--- config.mk ---
export PLATFORM = sky130hd
export DESIGN_NAME = regfile_wb_arbiter_flat
export DESIGN_NICKNAME = d
export VERILOG_FILES = /design/src/rtl/regfile_wb_arbiter_if.sv /design/src/rtl/regfile_wb_arbiter.sv /design/src/flat_wrapper.sv
export SDC_FILE = /design/constraint.sdc
export NUM_CORES = 1
export LEC_CHECK = 0
export CORE_MARGIN = 4
export CORE_UTILIZATION = 35
export CTS_CLUSTER_SIZE = 28
export DETAILED_ROUTE_END_ITERATION = 16
export PLACE_DENSITY = 0.61
export SLEW_MARGIN = 5
export SYNTH_ARGS = -nofsm -noshare
export SYNTH_HDL_FRONTEND = slang
export SYNTH_SLANG_ARGS = --single-unit
--- constraint.sdc ---
create_clock -name clock -period 6.65 [get_ports clock]
set_input_delay 0.9975 -clock clock [delete_from_list [all_inputs] [get_ports clock]]
set_output_delay 0.9975 -clock clock [all_outputs]
set_load 0.03 [all_outputs]
--- src/rtl/regfile_wb_arbiter_if.sv ---
// Bus bundle for the register-file writeback arbiter: pipeline writeback, multi-cycle result
// queue handshake, decode hazard query and the registered register-file write port.
interface regfile_wb_arbiter_if #(
    parameter int DEPTH = 4
);
    // MC_Valid/MC_Ready: a result transfers in any cycle where both are high. MC_Ready never
    // depends on MC_Valid or on a pop in the same cycle. A source that raises MC_Valid holds
    // MC_Rd/MC_Data stable until the transfer completes.
    logic                     WB_RegWrite;
    logic [4:0]               WB_RtRd;
    logic [31:0]              WB_WriteData;
    logic                     MC_Valid;
    logic [4:0]               MC_Rd;
    logic [31:0]              MC_Data;
    logic                     MC_Ready;
    logic [4:0]               ID_Rs;
    logic [4:0]               ID_Rt;
    logic                     ID_PendHazard;
    logic                     Pipe_Hold;
    logic                     RF_WE;
    logic [4:0]               RF_Addr;
    logic [31:0]              RF_Data;
    logic [$clog2(DEPTH):0]   Q_Count;

    modport slave (
        input  WB_RegWrite, WB_RtRd, WB_WriteData,
        input  MC_Valid, MC_Rd, MC_Data,
        input  ID_Rs, ID_Rt,
        output MC_Ready, ID_PendHazard, Pipe_Hold,
        output RF_WE, RF_Addr, RF_Data, Q_Count
    );

    modport master (
        output WB_RegWrite, WB_RtRd, WB_WriteData,
        output MC_Valid, MC_Rd, MC_Data,
        output ID_Rs, ID_Rt,
        input  MC_Ready, ID_PendHazard, Pipe_Hold,
        input  RF_WE, RF_Addr, RF_Data, Q_Count
    );
endinterface

--- src/rtl/regfile_wb_arbiter.sv ---
// Register-file write-port arbiter: pipeline writeback has priority, a small in-order queue of
// multi-cycle results drains in idle cycles. Optional WBARB_PERF_EN adds performance counters.
module regfile_wb_arbiter #(
    parameter int DEPTH        = 4,
    parameter int STARVE_LIMIT = 8
) (
    input  logic                 clock,
    input  logic                 reset,
    regfile_wb_arbiter_if.slave  bus
`ifdef WBARB_PERF_EN
    ,
    output logic [31:0]          Perf_HoldCycles,
    output logic [31:0]          Perf_KillCount
`endif
);
    localparam int AW = $clog2(DEPTH);
    localparam int CW = AW + 1;

    logic [4:0]       r_rd   [DEPTH];
    logic [31:0]      r_data [DEPTH];
    logic [DEPTH-1:0] r_occ;
    logic [DEPTH-1:0] r_live;
    logic [AW-1:0]    r_head;
    logic [AW-1:0]    r_tail;
    logic [CW-1:0]    r_count;
    logic [7:0]       r_starve;
    logic             r_hold;
    logic             r_we;
    logic [4:0]       r_addr;
    logic [31:0]      r_wdata;

    logic             w_wb_grant;
    logic             w_head_occ;
    logic             w_head_live;
    logic             w_q_grant;
    logic             w_pop;
    logic             w_ready;
    logic             w_push;
    logic             w_hazard;
    logic [DEPTH-1:0] w_kill;
    logic [7:0]       w_starve_next;
    logic             w_hold_next;

    always_comb begin
        w_wb_grant  = bus.WB_RegWrite && (bus.WB_RtRd != 5'd0);
        w_head_occ  = r_occ[r_head];
        w_head_live = w_head_occ && r_live[r_head];
        w_q_grant   = !w_wb_grant && w_head_live;
        // A killed head leaves without a write so it never blocks younger results.
        w_pop       = w_q_grant || (w_head_occ && !r_live[r_head]);
        w_ready     = (r_count < CW'(DEPTH));
        w_push      = bus.MC_Valid && w_ready && (bus.MC_Rd != 5'd0);
    end

    always_comb begin
        w_hazard = 1'b0;
        w_kill   = '0;
        for (int i = 0; i < DEPTH; i++) begin
            if (r_occ[i] && r_live[i] &&
                ((bus.ID_Rs != 5'd0 && r_rd[i] == bus.ID_Rs) ||
                 (bus.ID_Rt != 5'd0 && r_rd[i] == bus.ID_Rt)))
                w_hazard = 1'b1;
            w_kill[i] = w_wb_grant && r_occ[i] && r_live[i] && (r_rd[i] == bus.WB_RtRd);
        end
        if (w_push && ((bus.ID_Rs != 5'd0 && bus.MC_Rd == bus.ID_Rs) ||
                       (bus.ID_Rt != 5'd0 && bus.MC_Rd == bus.ID_Rt)))
            w_hazard = 1'b1;
    end

    always_comb begin
        if (!w_head_live || w_q_grant)
            w_starve_next = 8'd0;
        else if (r_starve == 8'hFF)
            w_starve_next = 8'hFF;
        else
            w_starve_next = r_starve + 8'd1;
        w_hold_next = w_head_live && (w_starve_next >= 8'(STARVE_LIMIT));
    end

    always_ff @(posedge clock or posedge reset) begin
        if (reset) begin
            for (int i = 0; i < DEPTH; i++) begin
                r_rd[i]   <= '0;
                r_data[i] <= '0;
            end
            r_occ    <= '0;
            r_live   <= '0;
            r_head   <= '0;
            r_tail   <= '0;
            r_count  <= '0;
            r_starve <= '0;
            r_hold   <= 1'b0;
            r_we     <= 1'b0;
            r_addr   <= '0;
            r_wdata  <= '0;
        end else begin
            r_we <= w_wb_grant || w_q_grant;
            if (w_wb_grant) begin
                r_addr  <= bus.WB_RtRd;
                r_wdata <= bus.WB_WriteData;
            end else if (w_q_grant) begin
                r_addr  <= r_rd[r_head];
                r_wdata <= r_data[r_head];
            end

            // The entry being pushed is younger than the WB write, so it is never killed.
            for (int i = 0; i < DEPTH; i++) begin
                if (w_push && r_tail == AW'(i)) begin
                    r_occ[i]  <= 1'b1;
                    r_live[i] <= 1'b1;
                    r_rd[i]   <= bus.MC_Rd;
                    r_data[i] <= bus.MC_Data;
                end else if (w_pop && r_head == AW'(i)) begin
                    r_occ[i]  <= 1'b0;
                    r_live[i] <= 1'b0;
                end else if (w_kill[i]) begin
                    r_live[i] <= 1'b0;
                end
            end

            if (w_push) r_tail <= r_tail + AW'(1);
            if (w_pop)  r_head <= r_head + AW'(1);
            case ({w_push, w_pop})
                2'b10:   r_count <= r_count + CW'(1);
                2'b01:   r_count <= r_count - CW'(1);
                default: r_count <= r_count;
            endcase

            r_starve <= w_starve_next;
            r_hold   <= w_hold_next;
        end
    end

    assign bus.MC_Ready      = w_ready;
    assign bus.ID_PendHazard = w_hazard;
    assign bus.Pipe_Hold     = r_hold;
    assign bus.RF_WE         = r_we;
    assign bus.RF_Addr       = r_addr;
    assign bus.RF_Data       = r_wdata;
    assign bus.Q_Count       = r_count;

`ifdef WBARB_PERF_EN
    logic [31:0] r_perf_hold;
    logic [31:0] r_perf_kill;
    logic [31:0] w_kill_num;

    always_comb begin
        w_kill_num = '0;
        for (int i = 0; i < DEPTH; i++)
            w_kill_num = w_kill_num + 32'(w_kill[i]);
    end

    always_ff @(posedge clock or posedge reset) begin
        if (reset) begin
            r_perf_hold <= '0;
            r_perf_kill <= '0;
        end else begin
            if (r_hold) r_perf_hold <= r_perf_hold + 32'd1;
            r_perf_kill <= r_perf_kill + w_kill_num;
        end
    end

    assign Perf_HoldCycles = r_perf_hold;
    assign Perf_KillCount  = r_perf_kill;
`endif
endmodule

--- src/flat_wrapper.sv ---
// flat-port wrapper written by rule: the top's interface ports become plain ports
module regfile_wb_arbiter_flat 
#(
    parameter int DEPTH        = 4,
    parameter int STARVE_LIMIT = 8
)
  (clock, reset, bus_WB_RegWrite, bus_WB_RtRd, bus_WB_WriteData, bus_MC_Valid, bus_MC_Rd, bus_MC_Data, bus_ID_Rs, bus_ID_Rt, bus_MC_Ready, bus_ID_PendHazard, bus_Pipe_Hold, bus_RF_WE, bus_RF_Addr, bus_RF_Data, bus_Q_Count);
  regfile_wb_arbiter_if #(.DEPTH(DEPTH)) bus_i ();
  input  logic clock;
  input  logic reset;
  input wire logic [$bits(bus_i.WB_RegWrite)-1:0] bus_WB_RegWrite;
  input wire logic [$bits(bus_i.WB_RtRd)-1:0] bus_WB_RtRd;
  input wire logic [$bits(bus_i.WB_WriteData)-1:0] bus_WB_WriteData;
  input wire logic [$bits(bus_i.MC_Valid)-1:0] bus_MC_Valid;
  input wire logic [$bits(bus_i.MC_Rd)-1:0] bus_MC_Rd;
  input wire logic [$bits(bus_i.MC_Data)-1:0] bus_MC_Data;
  input wire logic [$bits(bus_i.ID_Rs)-1:0] bus_ID_Rs;
  input wire logic [$bits(bus_i.ID_Rt)-1:0] bus_ID_Rt;
  output wire logic [$bits(bus_i.MC_Ready)-1:0] bus_MC_Ready;
  output wire logic [$bits(bus_i.ID_PendHazard)-1:0] bus_ID_PendHazard;
  output wire logic [$bits(bus_i.Pipe_Hold)-1:0] bus_Pipe_Hold;
  output wire logic [$bits(bus_i.RF_WE)-1:0] bus_RF_WE;
  output wire logic [$bits(bus_i.RF_Addr)-1:0] bus_RF_Addr;
  output wire logic [$bits(bus_i.RF_Data)-1:0] bus_RF_Data;
  output wire logic [$bits(bus_i.Q_Count)-1:0] bus_Q_Count;
  assign bus_i.WB_RegWrite = bus_WB_RegWrite;
  assign bus_i.WB_RtRd = bus_WB_RtRd;
  assign bus_i.WB_WriteData = bus_WB_WriteData;
  assign bus_i.MC_Valid = bus_MC_Valid;
  assign bus_i.MC_Rd = bus_MC_Rd;
  assign bus_i.MC_Data = bus_MC_Data;
  assign bus_i.ID_Rs = bus_ID_Rs;
  assign bus_i.ID_Rt = bus_ID_Rt;
  assign bus_MC_Ready = bus_i.MC_Ready;
  assign bus_ID_PendHazard = bus_i.ID_PendHazard;
  assign bus_Pipe_Hold = bus_i.Pipe_Hold;
  assign bus_RF_WE = bus_i.RF_WE;
  assign bus_RF_Addr = bus_i.RF_Addr;
  assign bus_RF_Data = bus_i.RF_Data;
  assign bus_Q_Count = bus_i.Q_Count;
  regfile_wb_arbiter #(.DEPTH(DEPTH), .STARVE_LIMIT(STARVE_LIMIT)) u_core (.clock(clock), .reset(reset), .bus(bus_i));
endmodule
# Yosys cells after proc, flatten, opt, wreduce, memory -nomap -nowiden
# Index checks and enable logic that the tools add are counted.
[word_totals]
latch_bits = 0
reg_bits = 210
out_inout_bits = 44
rom_bits = 0
mem_count = 0
wordCells = 172
inputBits = 88
ram_bits = 0
[op_classes]
mul = 0
div = 0
eq_ne = 23
n_addsub = 5
muxes = 42
n_shift = 0
n_bitwise = 1
n_reduce_logical = 73
order_cmp = 4
[ops]
columns = ["cell", "n"]
rows = [
  ["two-way mux 32 bit", 4],
  ["== test 5 bit", 14],
  ["binary-select mux 32 bit (select 2 bit)", 1],
  ["logical AND 1 bit", 46],
  ["two-way mux 1 bit", 27],
  ["two-way mux 5 bit", 4],
  ["nonzero test 5 bit", 4],
  ["two-way mux 8 bit", 2],
  ["nonzero test 2 bit", 6],
  ["nonzero test 3 bit", 4],
  ["binary-select mux 5 bit (select 2 bit)", 1],
  ["== test 2 bit (second input constant)", 5],
  ["adder 8 x 1 -> 8 bit (second input constant)", 1],
  ["== test 8 bit (second input constant)", 1],
  [">= comparator 8 x 4 -> 1 bit (second input constant)", 1],
  ["logical OR 1 bit", 8],
  ["== test 2 x 1 -> 1 bit (second input constant)", 3],
  ["one-hot mux 3 bit (2 select lines)", 1],
  ["adder 2 x 1 -> 2 bit (second input constant)", 2],
  ["binary-select mux 1 bit (select 2 bit)", 2],
  ["logical NOT 2 bit", 2],
  ["adder 3 x 1 -> 3 bit (second input constant)", 1],
  [">= comparator 3 bit (second input constant)", 1],
  ["logical NOT 1 bit", 3],
  ["other kinds (4)", 4],
]

# Depth between registers and ports, before layout
[depth]
word_depth = 9
mapped_depth = 12
ltp_nobuf = 9

# Worst setup path before layout
# Ideal clock, no wire load.
[synth_timing]
kind = "input-to-output"
start = "input bus_ID_Rs[1]"
end = "output bus_ID_PendHazard"
path_stages = 6
path_buffers = 1
path_slack_ns = 3.007
arrival_time_ns = 2.645
required_ns = 5.653
cell_sequence = "clkbuf_1 -> or4_1 -> o211ai_1 -> o22ai_1 -> a222oi_1 -> nand3_1"
[synth_between]
elab_chain_len = 9
elab_cells_between_ends = 26
cone_classes = "5 x eq/ne; 5 x mux; 16 x reduce/logical"
[synth_lines]
columns = ["element", "line", "rtl"]
rows = [
  ["from (decl)", "flat_wrapper.sv:17", "input wire logic [$bits(bus_i.ID_Rs)-1:0] bus_ID_Rs;"],
  ["== test 5 bit or nonzero test 5 bit (tied branches)", "regfile_wb_arbiter.sv:60, regfile_wb_arbiter.sv:65", ""],
  ["logical AND 1 bit", "regfile_wb_arbiter.sv:60", "((bus.ID_Rs != 5'd0 && r_rd[i] == bus.ID_Rs) ||"],
  ["logical OR 1 bit", "regfile_wb_arbiter.sv:60", ""],
  ["logical AND 1 bit", "regfile_wb_arbiter.sv:59", "if (r_occ[i] && r_live[i] &&"],
  ["two-way mux 1 bit (4 in a row)", "regfile_wb_arbiter.sv:59", ""],
  ["two-way mux 1 bit *", "regfile_wb_arbiter.sv:65", "if (w_push && ((bus.ID_Rs != 5'd0 && bus.MC_Rd == bus.ID_Rs) ||"],
  ["to (decl)", "flat_wrapper.sv:20", "output wire logic [$bits(bus_i.ID_PendHazard)-1:0] bus_ID_PendHazard;"],
]
# Every way passes the cells marked *; elsewhere a longest branch is shown, timed or not.

# Worst setup path after layout
[layout_timing]
start = "input bus_MC_Rd[4]"
end = "output bus_ID_PendHazard"
[layout_between]
elab_chain_len = 5
elab_cells_between_ends = 9
cone_classes = "2 x eq/ne; 1 x mux; 6 x reduce/logical"
[layout_lines]
columns = ["element", "line", "rtl"]
rows = [
  ["from (decl)", "flat_wrapper.sv:15", "input wire logic [$bits(bus_i.MC_Rd)-1:0] bus_MC_Rd;"],
  ["== test 5 bit (on tied branches)", "regfile_wb_arbiter.sv:65, regfile_wb_arbiter.sv:66", ""],
  ["logical AND 1 bit (on tied branches)", "regfile_wb_arbiter.sv:65, regfile_wb_arbiter.sv:66", ""],
  ["logical OR 1 bit", "regfile_wb_arbiter.sv:65", ""],
  ["logical AND 1 bit *", "regfile_wb_arbiter.sv:65", ""],
  ["two-way mux 1 bit *", "regfile_wb_arbiter.sv:65", ""],
]
# Marked as above.

==> out/summary.md <==
* finished, final reports clean — result of the run
* 0.145 — global-route usage over all layers
* 22.8% — synthesis-to-finish area growth
* 212 MHz — highest clock frequency the design can meet
* 0.357 — starting density of the core
* 0.000148 V — peak supply drop
* 1 — number of H-tree levels
* 0.00566 ns — Clock Skews
* 0 — max-slew violation total from the final report
* 1.00 — async set-reset flop share out of synthesis
* 42 — count of distinct cell types in the synthesized netlist
* output port — crit end category
* 0.438 — Util after Layout
* input port — Worst setup SP type
* clkdlybuf4s50_1 — critical path's slowest cell
* dfrtp_1 (51%), mux2_1 (9.0%), mux4_2 (8.5%) — largest cells by area after synthesis
* 17 — worst-path fanout max
* 12600 sq um — post-layout instance area
* 0.510 — top cell type's share of synthesized area
* 131 — input/output buffers
* 0.935 ns — worst-margin pin slew
* 0.895 — final weighted congestion in routability-driven placement
* 0.708 — fin crit share
* 13.5 sq um — mean instance size in the synthesized netlist
* 4 — DRT Pass-1 Iters
* 0 — n_diodes
* u_core.r_starve[0]$_DFF_PP0_ — hold_sp
* clkdlybuf4s50_1 -> or3_1 -> o311a_1 -> a222oi_1 -> nand3_1 -> clkdlybuf4s50_1 — Critical Path, Cell by Cell
* 25 — total clock buffers created by CTS
* clkdlybuf4s50_1 — cell type with the highest occurrence count on the critical path
* 2672 — # fillers
* 18.6 um — final routed wire length divided by cell count
* 0.510 — register area share after synthesis
* 0.178 — share of final-layout standard cells stronger than drive strength 1
* 210 — total of flip-flops plus latches after synthesis
* 0.51 ns — clock latency reported for the late side of the worst-skew pair
* u_core.r_head[0]$_DFFE_PP0P_ — Reg2Reg Launch Point
* 0.00612 uW — Leak Pwr
* 0 — sum of overflow across all layers after global routing
* buffers and inverters — category of cells accounting for the largest share of critical-path delay
* 23.7 mm — Routed Wire Length
* 14.8 mm — sum of net half-perimeters after detailed placement
* 180 um — Horiz. Die Dim
* 0 — number of synthesis warnings
* dfrtp_1 — Main synth FF type
* 226 nW/um^2 — power per cell area
* false — RSZ-0062 raised after global routing
* 38.4 mm — first-pass GRT wire length
* 0 — antenna violations before repair
* 864 — syn nets
* 6444 — total via count after detailed routing
* 0 — count of unresolved DRC violations after routing
* 0 — final-report hold violation count
* 132 — I/O pin count
* 0 — buffer count from post-CTS setup fixing
* 3.71 ns — endpoint arrival time on the critical path
* 6765 — vias in the first global route
* bus_MC_Rd[4] — crit path launch
* 62 — FP Rows
* 0 — number of enable flip-flop cells after synthesis
* clkbuf_16 — root buffer selected by CTS
* 2 — number of buffers and inverters on the critical path
* 0 — post_cts resized
* 113 — maximum number of pins on one net before global-route repair
* 0 — Post-DRT Antenna Nets
* 3 — maximum clock path buffer count
* 4.71 ns — final critical-path required period
* 0.62 ns — slowest cell delay on critical path
* 210 — clk sink count
* 0 — maximum capacitance violations
* 5.65 ns — data required time at the worst endpoint
* 11900 sq um — Post-DP Area
* 28900 sq um — CORE AREA
* 0 — Setup-failing EPs final
* 308 — DRC violation total after the first TritonRoute iteration
* 0 — number of buffers inserted by hold repair at cts
* 5.06 — average via count per standard cell
* 0.377 — Slew headroom
* dfrtp_1 — post-synthesis cell type with the largest combined area
* 32200 sq um — DIE AREA
* 180 um — Die Y-Extent
* input port to output port — class of the most critical setup path
* 972 — Final nets
* 0 ns — accumulated negative setup slack
* flip-flop to flip-flop — path class of the lowest-slack min-delay path
* done — CTS tree
* 10300 sq um — netlist area before placement
* 0.06 ns — clock transition at the registers of the reported paths
* 765 — gate count after technology mapping
[sequential cells by signal, indices dropped and copies added (netlist names)]
| signal | flops |
|---|---|
| u_core.r_rd | 20 |
| u_core.r_starve | 8 |
| u_core.bus.RF_Data | 32 |
| u_core.bus.RF_WE | 1 |
| u_core.r_live | 4 |
| u_core.bus.Q_Count | 3 |
| u_core.r_data | 128 |
| u_core.r_tail | 2 |
| u_core.r_occ | 4 |
| u_core.bus.RF_Addr | 5 |
| u_core.bus.Pipe_Hold | 1 |
| u_core.r_head | 2 |
[final cells by class]
cell class / instances / area [sq um] / area share
clock buffer: 38 / 744 / 0.0589
clock inverter: 5 / 33.8 / 0.00267
inverter: 11 / 45.0 / 0.00356
multi-input combinational: 489 / 4710 / 0.373
sequential: 210 / 5260 / 0.416
tap: 384 / 480 / 0.0380
timing repair buffer: 136 / 1360 / 0.108
[worst paths after layout]
| path | to | slack [ns] | depth (start not counted) |
|---|---|---|---|
| worst max-delay path | bus_ID_PendHazard | 1.94 | 6 |
| worst min-delay path | u_core.r_starve[0]$_DFF_PP0_ | 0.48 | 1 |
| worst max register to register | u_core.bus.Q_Count[2]$_DFFE_PP0P_ | 3.46 | 8 |
| worst min register to register | u_core.r_starve[0]$_DFF_PP0_ | 0.48 | 1 |
| max in group asynchronous | u_core.bus.RF_Data[13]$_DFFE_PP0P_ | 4.42 | 3 |
| min in group asynchronous | u_core.r_data[59]$_DFFE_PP0P_ | 0.91 | 2 |
[cell usage in the layout, fill, tap and decap left out, types with 2 or more instances in the layout]
cell type,synthesis,routed
dfrtp_1,210,208
clkdlybuf4s50_1,0,131
mux2_1,82,82
mux2_2,66,66
xnor2_1,52,52
nand2_1,48,47
mux4_2,39,39
mux2i_1,38,38
xor2_1,26,26
clkbuf_16,0,25
o21ai_0,22,22
o21ai_1,18,18
nand3_1,15,15
nor2_1,11,11
inv_1,11,10
ha_1,10,10
nor4_1,8,8
o211ai_1,8,8
clkbuf_8,0,7
clkbuf_1,26,6
a21oi_1,5,5
nand2_4,4,4
or4_1,4,4
nand4_1,4,4
a32o_1,4,4
o22ai_1,4,4
a22o_1,4,4
buf_4,16,4
and3_1,3,3
clkinv_2,0,3
and2_1,2,2
clkinvlp_4,0,2
[cells in the mapped netlist, types with 2 or more instances]
| master | count |
|---|---|
| nor2_1 | 11 |
| and2_1 | 2 |
| mux2_2 | 66 |
| nor4_1 | 8 |
| a32o_1 | 4 |
| ha_1 | 10 |
| o211ai_1 | 8 |
| o21ai_1 | 18 |
| buf_2 | 6 |
| xor2_1 | 26 |
| nand3_1 | 15 |
| buf_1 | 5 |
| mux4_2 | 39 |
| o21ai_0 | 22 |
| or4_1 | 4 |
| o22ai_1 | 4 |
| a21oi_1 | 5 |
| xnor2_1 | 52 |
| inv_1 | 11 |
| nand2_1 | 48 |
| nand2_4 | 4 |
| a22o_1 | 4 |
| dfrtp_1 | 210 |
| nand4_1 | 4 |
| and3_1 | 3 |
| buf_6 | 2 |
| clkbuf_1 | 26 |
| buf_4 | 16 |
| mux2i_1 | 38 |
| mux2_1 | 82 |
[layer usage]
| metal | vias up | routed length (um) | track usage |
|---|---|---|---|
| met5 | - | 0 | 0 |
| met1 | 3299 | 10700 | 0.198 |
| met3 | 46 | 999 | 0.0259 |
| met2 | 143 | 11300 | 0.239 |
| li1 | 2956 | - | - |
| met4 | 0 | 610 | 0.0375 |
[stage by stage]
step                setup slack, ns  total power (uW)  cells  hold slack, ns
floorplan                      2.92              1470    765           0.442
finish                         1.94              2860   1273           0.479
detailed placement             1.95              1600   1230           0.473
global placement               1.95              1600   1230           0.460
global route                   1.81              2980   1273           0.495
CTS                            1.93              2910   1273           0.481
[kinds of logic (layout without fill, tap and decap cells)]
group	after synthesis	after routing	share of synthesized area
AND/OR/NAND/NOR	102	102	0.0481
buffers and inverters	66	190	0.0321
multiplexers	225	225	0.284
adder cells (fa/ha/maj)	11	11	0.0141
AO/OA/AOI/OAI	73	73	0.0448
flip-flops	210	210	0.510
XOR/XNOR	78	78	0.0664
[power breakdown]
group | switching [uW] | internal (uW)
clock | 519 | 767
combinational | 140 | 116
sequential | 12.6 | 1300
[worst register-to-register path: stages, from the launching register on]
cell and delay (ns):
dfrtp_4 1.05, mux4_2 0.68, a21boi_4 0.32, ha_1 0.26, inv_1 0.06, fa_1 0.37, xor2_1 0.15, nor2_1 0.11
xnor2_1 0.12
No activity file was read; power rests on OpenSTA's default activity.
